<file path="src/rtl/stopwatch_lap.sv">
// stopwatch_lap: up/down stopwatch with a lap snapshot buffer.
//
// The stopwatch counts hh:mm:ss.cc. A tick is made by dividing clk down to TICK_HZ. It counts up
// from zero, or down from a loaded min:sec preset. It keeps up to LAP_DEPTH lap snapshots, which
// the display mux reads back by index. Button inputs are single-cycle pulses.
//
// Ports:
//   clk, rst            system clock, asynchronous active-low reset
//   i_clear             clear pulse (STOP/DONE): zeros time, divider and lap buffer
//   i_runstop           run/stop toggle pulse
//   i_lap               lap capture pulse (RUN only)
//   i_mode              0 = count up, 1 = countdown; latched while in STOP
//   i_load              load {0, preset_min, preset_sec, 0} (STOP only)
//   i_preset_min/sec    countdown preset, each clamped to 59
//   i_lap_idx           lap read index
//   msec/sec/min/hour   current time fields
//   s_state             00 STOP, 01 RUN, 10 CLEAR, 11 DONE
//   o_lap_data          {hour,min,sec,msec} of entry i_lap_idx, 0 if not yet captured
//   o_lap_count         number of valid lap entries
//   o_lap_full          lap buffer full
//   o_done              countdown reached zero
module stopwatch_lap #(
  parameter int unsigned CLK_FREQ  = 100_000_000,
  parameter int unsigned TICK_HZ   = 100,
  parameter int unsigned LAP_DEPTH = 4,
  parameter int unsigned HOUR_MAX  = 24,
  localparam int unsigned IdxW     = (LAP_DEPTH > 1) ? $clog2(LAP_DEPTH) : 1,
  localparam int unsigned CntW     = $clog2(LAP_DEPTH + 1)
) (
  input  logic            clk,
  input  logic            rst,
  input  logic            i_clear,
  input  logic            i_runstop,
  input  logic            i_lap,
  input  logic            i_mode,
  input  logic            i_load,
  input  logic [5:0]      i_preset_min,
  input  logic [5:0]      i_preset_sec,
  input  logic [IdxW-1:0] i_lap_idx,
  output logic [6:0]      msec,
  output logic [5:0]      sec,
  output logic [5:0]      min,
  output logic [4:0]      hour,
  output logic [1:0]      s_state,
  output logic [23:0]     o_lap_data,
  output logic [CntW-1:0] o_lap_count,
  output logic            o_lap_full,
  output logic            o_done
);

  localparam int unsigned DivMax = CLK_FREQ / TICK_HZ - 1;
  localparam int unsigned DivW   = (DivMax > 0) ? $clog2(DivMax + 1) : 1;
  localparam logic [DivW-1:0] DivTc   = DivW'(DivMax);
  localparam logic [6:0]      MsecTop = 7'(TICK_HZ - 1);
  localparam logic [4:0]      HourTop = 5'(HOUR_MAX - 1);
  localparam logic [CntW-1:0] LapCap  = CntW'(LAP_DEPTH);

  typedef enum logic [1:0] {
    StStop  = 2'b00,
    StRun   = 2'b01,
    StClear = 2'b10,
    StDone  = 2'b11
  } state_e;

  state_e          state_q;
  logic [6:0]      msec_q;
  logic [5:0]      sec_q, min_q;
  logic [4:0]      hour_q;
  logic [DivW-1:0] div_q;
  logic            mode_q;
  logic [CntW-1:0] lap_cnt_q;
  logic [23:0]     lap_q [LAP_DEPTH];

  // Next time value for each direction, used only on a tick.
  logic [6:0] up_msec, dn_msec;
  logic [5:0] up_sec, dn_sec, up_min, dn_min;
  logic [4:0] up_hour, dn_hour;
  logic       dn_zero, time_zero, lap_full, clr_now;
  logic [5:0] pre_min, pre_sec;

  always_comb begin
    up_msec = msec_q + 7'd1;
    up_sec  = sec_q;
    up_min  = min_q;
    up_hour = hour_q;
    if (msec_q == MsecTop) begin
      up_msec = '0;
      if (sec_q == 6'd59) begin
        up_sec = '0;
        if (min_q == 6'd59) begin
          up_min  = '0;
          up_hour = (hour_q == HourTop) ? 5'd0 : hour_q + 5'd1;
        end else begin
          up_min = min_q + 6'd1;
        end
      end else begin
        up_sec = sec_q + 6'd1;
      end
    end

    dn_msec = msec_q - 7'd1;
    dn_sec  = sec_q;
    dn_min  = min_q;
    dn_hour = hour_q;
    if (msec_q == 7'd0) begin
      dn_msec = MsecTop;
      if (sec_q == 6'd0) begin
        dn_sec = 6'd59;
        if (min_q == 6'd0) begin
          dn_min  = 6'd59;
          dn_hour = (hour_q == 5'd0) ? HourTop : hour_q - 5'd1;
        end else begin
          dn_min = min_q - 6'd1;
        end
      end else begin
        dn_sec = sec_q - 6'd1;
      end
    end
  end

  assign dn_zero   = (dn_msec == '0) && (dn_sec == '0) && (dn_min == '0) && (dn_hour == '0);
  assign time_zero = (msec_q == '0) && (sec_q == '0) && (min_q == '0) && (hour_q == '0);
  assign lap_full  = (lap_cnt_q == LapCap);
  assign clr_now   = i_clear && ((state_q == StStop) || (state_q == StDone));
  assign pre_min   = (i_preset_min > 6'd59) ? 6'd59 : i_preset_min;
  assign pre_sec   = (i_preset_sec > 6'd59) ? 6'd59 : i_preset_sec;

  always_ff @(posedge clk or negedge rst) begin
    if (!rst) begin
      state_q   <= StStop;
      msec_q    <= '0;
      sec_q     <= '0;
      min_q     <= '0;
      hour_q    <= '0;
      div_q     <= '0;
      mode_q    <= 1'b0;
      lap_cnt_q <= '0;
      lap_q     <= '{default: '0};
    end else begin
      unique case (state_q)
        StStop: begin
          mode_q <= i_mode;
          if (i_load) begin
            msec_q <= '0;
            sec_q  <= pre_sec;
            min_q  <= pre_min;
            hour_q <= '0;
          end else if (i_runstop && !(i_mode && time_zero)) begin
            state_q <= StRun;
          end
        end
        StRun: begin
          if (i_runstop) state_q <= StStop;
          if (div_q == DivTc) begin
            div_q <= '0;
            if (mode_q) begin
              msec_q <= dn_msec;
              sec_q  <= dn_sec;
              min_q  <= dn_min;
              hour_q <= dn_hour;
              // Reaching zero wins over a same-cycle stop so the finish is never lost.
              if (dn_zero) state_q <= StDone;
            end else begin
              msec_q <= up_msec;
              sec_q  <= up_sec;
              min_q  <= up_min;
              hour_q <= up_hour;
            end
          end else begin
            div_q <= div_q + DivW'(1);
          end
          // Snapshot is the registered (pre-tick) time.
          if (i_lap && !lap_full) begin
            lap_q[lap_cnt_q[IdxW-1:0]] <= {hour_q, min_q, sec_q, msec_q};
            lap_cnt_q                  <= lap_cnt_q + CntW'(1);
          end
        end
        StClear: state_q <= StStop;
        StDone: begin
          if (i_runstop) state_q <= StStop;
        end
      endcase

      // Clear overrides load/runstop; zero everything on entry to CLEAR.
      if (clr_now) begin
        state_q   <= StClear;
        msec_q    <= '0;
        sec_q     <= '0;
        min_q     <= '0;
        hour_q    <= '0;
        div_q     <= '0;
        lap_cnt_q <= '0;
        lap_q     <= '{default: '0};
      end
    end
  end

  always_comb begin
    o_lap_data = '0;
    if (CntW'(i_lap_idx) < lap_cnt_q) o_lap_data = lap_q[i_lap_idx];
  end

  assign msec        = msec_q;
  assign sec         = sec_q;
  assign min         = min_q;
  assign hour        = hour_q;
  assign s_state     = state_q;
  assign o_lap_count = lap_cnt_q;
  assign o_lap_full  = lap_full;
  assign o_done      = (state_q == StDone);

endmodule
</file>
<file path="config.mk">
export PLATFORM = sky130hd
export DESIGN_NAME = stopwatch_lap
export DESIGN_NICKNAME = d
export VERILOG_FILES = /design/src/rtl/stopwatch_lap.sv
export SDC_FILE = /design/constraint.sdc
export NUM_CORES = 1
export LEC_CHECK = 0
export BUFFER_PORTS_ARGS = -buffer_cell sky130_fd_sc_hd__buf_2
export CORE_MARGIN = 2
export CORE_UTILIZATION = 40
export CTS_BUF_LIST = sky130_fd_sc_hd__clkbuf_8
export CTS_CLUSTER_SIZE = 16
export DETAILED_ROUTE_END_ITERATION = 8
export REMOVE_ABC_BUFFERS = 1
export SYNTH_ARGS = -nofsm -noshare
export SYNTH_HDL_FRONTEND = slang
export SYNTH_SLANG_ARGS = --single-unit
</file>
<file path="constraint.sdc">
create_clock -name clk -period 7.67 [get_ports clk]
set_input_delay 0.767 -clock clk [delete_from_list [all_inputs] [get_ports clk]]
set_output_delay 0.767 -clock clk [all_outputs]
set_load 0.005 [all_outputs]
</file>
==> summary.txt, run 1 <==
Global routing
  • Vias in the first global route: a little over 7,000
  • First-pass GRT wire length: a little under 40 mm
  • Remaining Overflow, GRT: 0
  • Largest net degree at the start of global routing: 85
  • Tot GR Track Use: around 22%
  • Initial antenna violation count: 0

Worst setup path
  • CP Capture Type: primary output
  • CP max stage cell: buf_2
  • Arrival time at the worst endpoint: between 2 and 3 ns
  • Worst Setup Start Kind: primary input
  • Largest fanout on the critical path: 25
  • FF-to-FF setup slack: between 4 and 5 ns
  • Kind of critical path: primary input to primary output
  • Worst r2r src: s_state[1]$_DFFE_PN0P_
  • Critical Path, Cell by Cell: buf_2, o21ai_0, a21oi_2, buf_4, nor2b_1, buf_2
  • Worst path max stage delay: 0.70 ns
  • Crit-path most repeated cell: buf_2
  • Reg-to-Reg End: sec[5]$_DFFE_PN0P_
  • FF-to-FF path depth: 9
  • CP required: roughly 7 ns

Timing
  • Final hold viol count: 0
  • Finish-stage setup viols: 0
  • Tmin final: between 3 and 4 ns
  • Worst slew margin: between 10% and 20%
  • Final setup margin: about 4.3 ns
  • Tcrit/Tclk final: a little over two fifths
  • Setup_tns: 0 ns
  • Unrepaired setup endpoints after global routing: no
  • Fmax achieved: 0.297 GHz
  • Setup Skew: roughly 0.021 ns
  • Final max-slew violation count: 0
  • Worst hold slack: 0.280 ns
  • Worst-Margin Slew: between 1 and 1.5 ns

Floorplanning
  • Initial Utilization: 40.9%
  • Row count: 53
  • Die Footprint: between 20,000 and 25,000 sq um
  • Core Area: roughly 21,000 sq um
  • Die width: 151 microns
  • I/O pin total: 76
  • Die height: ~150 microns

Power and ir drop
  • Pleak: 4.07 nW
  • Total power: between 3 and 4 mW
  • Pwr/cell area: 330 nW/um^2
  • Maximum vdd drop: roughly 240 uV

Detailed routing
  • Vias: between 7,000 and 8,000
  • Iteration count of the initial detailed-routing pass: 5
  • Final wirelength: 24.5 mm
  • # DRC: 0
  • Remaining antenna violation count: 0
  • DR iter-0 viols: between 500 and 600
  • Wirelength per Cell: approximately 19 microns
  • Number of vias per cell: ~5.8

Yosys
  • Area contributors post-synth: dfrtp_1 (42%), nand2_1 (11%), a21oi_1 (6.8%), mux4_2 (6.3%), o21ai_0 (3.7%)
  • Top cells by count, synth: nand2_1 (243), dfrtp_1 (146), a21oi_1 (117), clkbuf_1 (70), o21ai_0 (63)
  • Synth async-reset ratio: between 90% and 100%
  • Cell taking the most area after synthesis: dfrtp_1
  • Main flop type after synthesis: dfrtp_1
  • Register area share after synthesis: a little over two fifths
  • Cells after Synth: around 1,000
  • Synthesized cell area: about 8600 sq um
  • Syn. warnings: 0
  • Number of enable flip-flop cells after synthesis: 0
  • Post-synth top area share: 42.3%
  • Count leader, synth: nand2_1
  • Syn avg cell area: about 8.6 sq um
  • Yosys cell types: 70
  • Synthesized flop and latch total: roughly 150

Cells and area
  • Final core utilization: 45.3%
  • Antenna Cells: 0
  • Nets: ~1,100
  • Share of cells above drive strength 1: between 10% and 20%
  • Layout area overhead: 10.8%

CTS
  • Hold-fix buffers, CTS: 0
  • Root Driver: clkbuf_8
  • Clock Pin Slew Worst Setup and Hold Paths: approximately 0.10 ns
  • Clock sinks: around 150
  • Deepest clock path buffer count: 2
  • CTS tree: yes
  • Clk_lat worst skew: approximately 0.48 ns
  • Post-CTS Setup Bufs: 0
  • CTS buffer count: 17
  • # H-tree levels: 4
  • Post-CTS sizing: 0

Job
  • Max cap viols: 0

Placed design
  • Placer Congestion: around 0.86
  • Port buffer count: 75
  • Post-placement setup slack: ~4.2 ns
  • DP HPWL: 15.2 mm

Run status
  • Outcome: complete, no violations

Min path
  • Hold Path Class: primary input to async pin
==> cell usage in the layout (no fill, tap or decap), types with 6 or more instances in the layout <==
cell,instances
nor2_1,31
nand2_1,243
a21oi_1,116
nand2b_1,6
inv_1,24
or3_1,6
nor4_1,12
xnor2_1,9
nor2b_1,29
dfrtp_1,146
ha_1,19
o41ai_1,6
a31oi_1,14
o31ai_1,14
a22o_1,6
mux4_2,24
o211ai_1,7
buf_4,11
clkbuf_8,19
nand3_1,24
and3_1,6
nand4_1,13
a21o_1,6
xor2_1,8
buf_2,74
o21ai_0,63
nor3_1,14
==> per-stage QoR <==
step / std cells / area (sq um)
2_1_floorplan: 925 / 8310
3_3_place_gp: 1286 / 9130
3_5_place_dp: 1286 / 9130
4_1_cts: 1318 / 9560
5_1_grt: 1318 / 9560
6_report: 1318 / 9560
==> registers in the layout, indices dropped and copies added, names as in the netlist <==
name and flops:
s_state 2, hour 5, min 6, msec 7, sec 6, div_q 20, mode_q 1, o_lap_count 3
lap_q 96
==> worst max path at each step <==
| stage | endpoint | depth (start not counted) | startpoint |
|---|---|---|---|
| floorplan | hour[2]$_DFFE_PN0P_ | 8 | s_state[0]$_DFFE_PN0P_ |
| global placement | o_lap_data[1] | 6 | i_lap_idx[0] |
| detailed placement | o_lap_data[10] | 6 | i_lap_idx[0] |
| CTS | o_lap_data[10] | 6 | i_lap_idx[0] |
| global route | o_lap_data[10] | 6 | i_lap_idx[0] |
| finish | o_lap_data[10] | 6 | i_lap_idx[0] |
==> critical path, delay by kind of cell <==
kind,cells,cell delay (ns)
AO/OA/AOI/OAI,2,0.57
buffers and inverters,3,1.14
AND/OR/NAND/NOR,1,0.09
==> layer usage <==
metal	part of all wire [%]	global-route usage, %
met1	47	32.3
met2	47	34.9
met3	4.5	4.13
met4	1.3	4.95
met5	0	0
==> cell families after synthesis <==
family,after synthesis,synth area share [%]
compound gates,277,19.4
fa+ha+maj,19,2.75
simple gates,414,22.3
flops,146,42.3
buf+inv,106,4.80
xor+xnor,17,1.73
mux,28,6.74
==> area by class of cell <==
cell class / instances / area (sq um)
sequential: 146 / 3650
clock buffer: 19 / 262
fill: 2128 / 11500
inverter: 24 / 90.1
tap: 275 / 344
timing repair buffer: 86 / 464
multi-input combinational: 755 / 4570
clock inverter: 13 / 173
==> power breakdown <==
part           total [mW]  internal, mW  switching, mW
Clock               0.672         0.346          0.326
Sequential           1.12         0.861          0.257
Combinational        1.36         0.480          0.881
(Power assumes the default switching activity.)
==> run 2, diff against run 1 <==
- clock period: 7.67 -> 2.96 ns (I/O delays scaled with it)
==> run 2 against run 1 <==
Against the previous run: routed wire length increased by 2.0%; global-route usage is 0.38 points higher; final cell count up 3.6%; first-iteration DRC count is 6.4% lower; clock skew fell by 0.010 ns; worst setup slack got worse by 4.0 ns; worst hold slack lost 0.20 ns.
==> summary.txt, run 2 (synthesis gave the netlist of run 1 again) <==
Run status
  • Outcome: complete, no violations

Detailed routing
  • Final wirelength: approximately 25 mm
  • Remaining antenna violation count: 0
  • # DRC: 0
  • Met3 wire len: approximately 1.3 mm
  • M1 WL: between 10 and 15 mm
  • DR iter-0 viols: ~520
  • Number of vias per cell: 5.69
  • Vias: about 7,800
  • Met2 routed WL: ~12 mm
  • Max layer used: met4
  • Iteration count of the initial detailed-routing pass: 5
  • Wirelength per Cell: about 18 microns

CTS
  • Root Driver: clkbuf_8
  • CTS tree: yes
  • Deepest clock path buffer count: 2
  • Post-CTS sizing: 0
  • CTS buffer count: 17
  • Clock Pin Slew Worst Setup and Hold Paths: ~0.09 ns
  • Clock sinks: between 100 and 150
  • # H-tree levels: 4
  • Clk_lat worst skew: roughly 0.46 ns

Worst setup path
  • Kind of critical path: flop to flop
  • Arrival time at the worst endpoint: 3.05 ns
  • Worst Setup Start Kind: flop
  • CP Capture Type: flop
  • Largest fanout on the critical path: 8
  • CP required: between 3 and 4 ns

Min path
  • Hold Path Class: primary input to flop

Job
  • Max cap viols: 0

Timing
  • Fmax achieved: around 0.37 GHz
  • Setup Skew: 0.0113 ns
  • Final hold viol count: 0
  • Unrepaired setup endpoints after global routing: no
  • Final max-slew violation count: 0
  • Finish-stage setup viols: 0
  • Tcrit/Tclk final: 90.7%
  • Setup_tns: 0 ns
  • Worst slew margin: 32.9%
  • Tmin final: roughly 2.7 ns
  • Worst-Margin Slew: slightly below 1 ns

Floorplanning
  • Die width: 151 microns
  • I/O pin total: 76
  • Die height: 151 microns
  • Die Footprint: around 23,000 sq um
  • Row count: 53
  • Initial Utilization: between 40% and 50%
  • Core Area: around 21,000 sq um

Cells and area
  • Fin area: between 9000 and 10,000 sq um
  • Largest Register: lap_q
  • Non-Filler Instances: about 1,400
  • Commonest non-fill, non-tap cell in the layout: nand2_1
  • Most frequent cells in the layout: nand2_1 (243), dfrtp_1 (146), a21oi_1 (116)
  • Max reg flops: 96
  • Layout area overhead: 15.1%
  • Antenna Cells: 0
  • Nets: 1,118
  • Share of cells above drive strength 1: a little under a fifth
  • Final core utilization: roughly 47%

Placed design
  • Dpl cell area: about 9500 sq um
  • Placer Congestion: 0.881
  • Placed Cells: 1,333
  • DP HPWL: ~17 mm
  • Port buffer count: 75

Global routing
  • Initial antenna violation count: 0
  • Vias in the first global route: ~7,400
  • Largest net degree at the start of global routing: 75
  • Remaining Overflow, GRT: 0
  • First-pass GRT wire length: between 40 and 50 mm
  • Tot GR Track Use: a little under a quarter

Power and ir drop
  • Pleak: about 4.3 nW
  • Maximum vdd drop: roughly 700 uV
  • Pwr/cell area: about 860 nW/um^2
-- run 2: changes by cell type in the layout (fill, tap and decap cells not counted), sizes merged --
cell,before,now
buf,86,133
clkinv,3,6
clkbuf,19,17
inv,30,28
dlygate4sd3,0,1
-- run 2: layout make-up --
class / instances / area (sq um)
well taps: 275 / 344
flip-flops and latches: 146 / 3650
clock buffers: 17 / 234
fillers: 2085 / 11100
inverters: 24 / 90.1
clock inverters: 14 / 178
multi-input cells: 755 / 4570
repair buffers: 134 / 865
-- run 2: metrics by stage --
step / setup WS (ns) / hold slack [ns] / power (mW)
3_5_place_dp: 0.299 / 0.322 / 6.79
2_1_floorplan: -4.07 / 0.000409 / 5.09
5_1_grt: 0.0805 / 0.0844 / 9.05
6_report: 0.276 / 0.0837 / 8.52
3_3_place_gp: 0.366 / 0.321 / 6.77
4_1_cts: 0.289 / 0.0695 / 8.48
-- run 2: worst max-delay path, stage by stage, from the launching register on --
cell and delay (ns):
dfrtp_1 0.38, inv_1 0.06, ha_1 0.31, nor4bb_1 0.53, buf_4 0.22, and4_1 0.18
o21ai_0 0.16, nor4_1 0.35, nand4_1 0.20, o31ai_2 0.21
-- run 2: path summary, 6_finish.rpt --
check	depth (start not counted)	start	endpoint	slack [ns]
setup / recovery	9	sec[1]$_DFFE_PN0P_	s_state[1]$_DFFE_PN0P_	0.28
hold / removal	3	i_mode	mode_q$_DFFE_PN0P_	0.08
setup reg to reg	9	sec[1]$_DFFE_PN0P_	s_state[1]$_DFFE_PN0P_	0.28
hold reg to reg	1	div_q[18]$_DFFE_PN0N_	div_q[18]$_DFFE_PN0N_	0.49
max in group asynchronous	3	rst	lap_q[83]$_DFFE_PN0P_	1.80
min in group asynchronous	2	rst	div_q[13]$_DFFE_PN0N_	0.36
-- run 2: report_power, final --
| group | switching (mW) | internal [mW] | total [mW] |
|---|---|---|---|
| Clock | 0.844 | 0.843 | 1.69 |
| Combinational | 2.82 | 1.52 | 4.33 |
| Sequential | 0.255 | 2.24 | 2.50 |
-- run 2: repair_timing --
action | 4_1_cts | 5_1_grt
endpoints found under the hold margin | 58 | 0
buffers inserted | 0 | 0
hold buffers | 1 | 0
-- run 2: per-layer routing --
layer  vias up  GRT usage, %
met2       228          36.2
met1      3811          32.4
met3        20          3.28
met5         -             0
li1       3709             -
met4         0          6.12
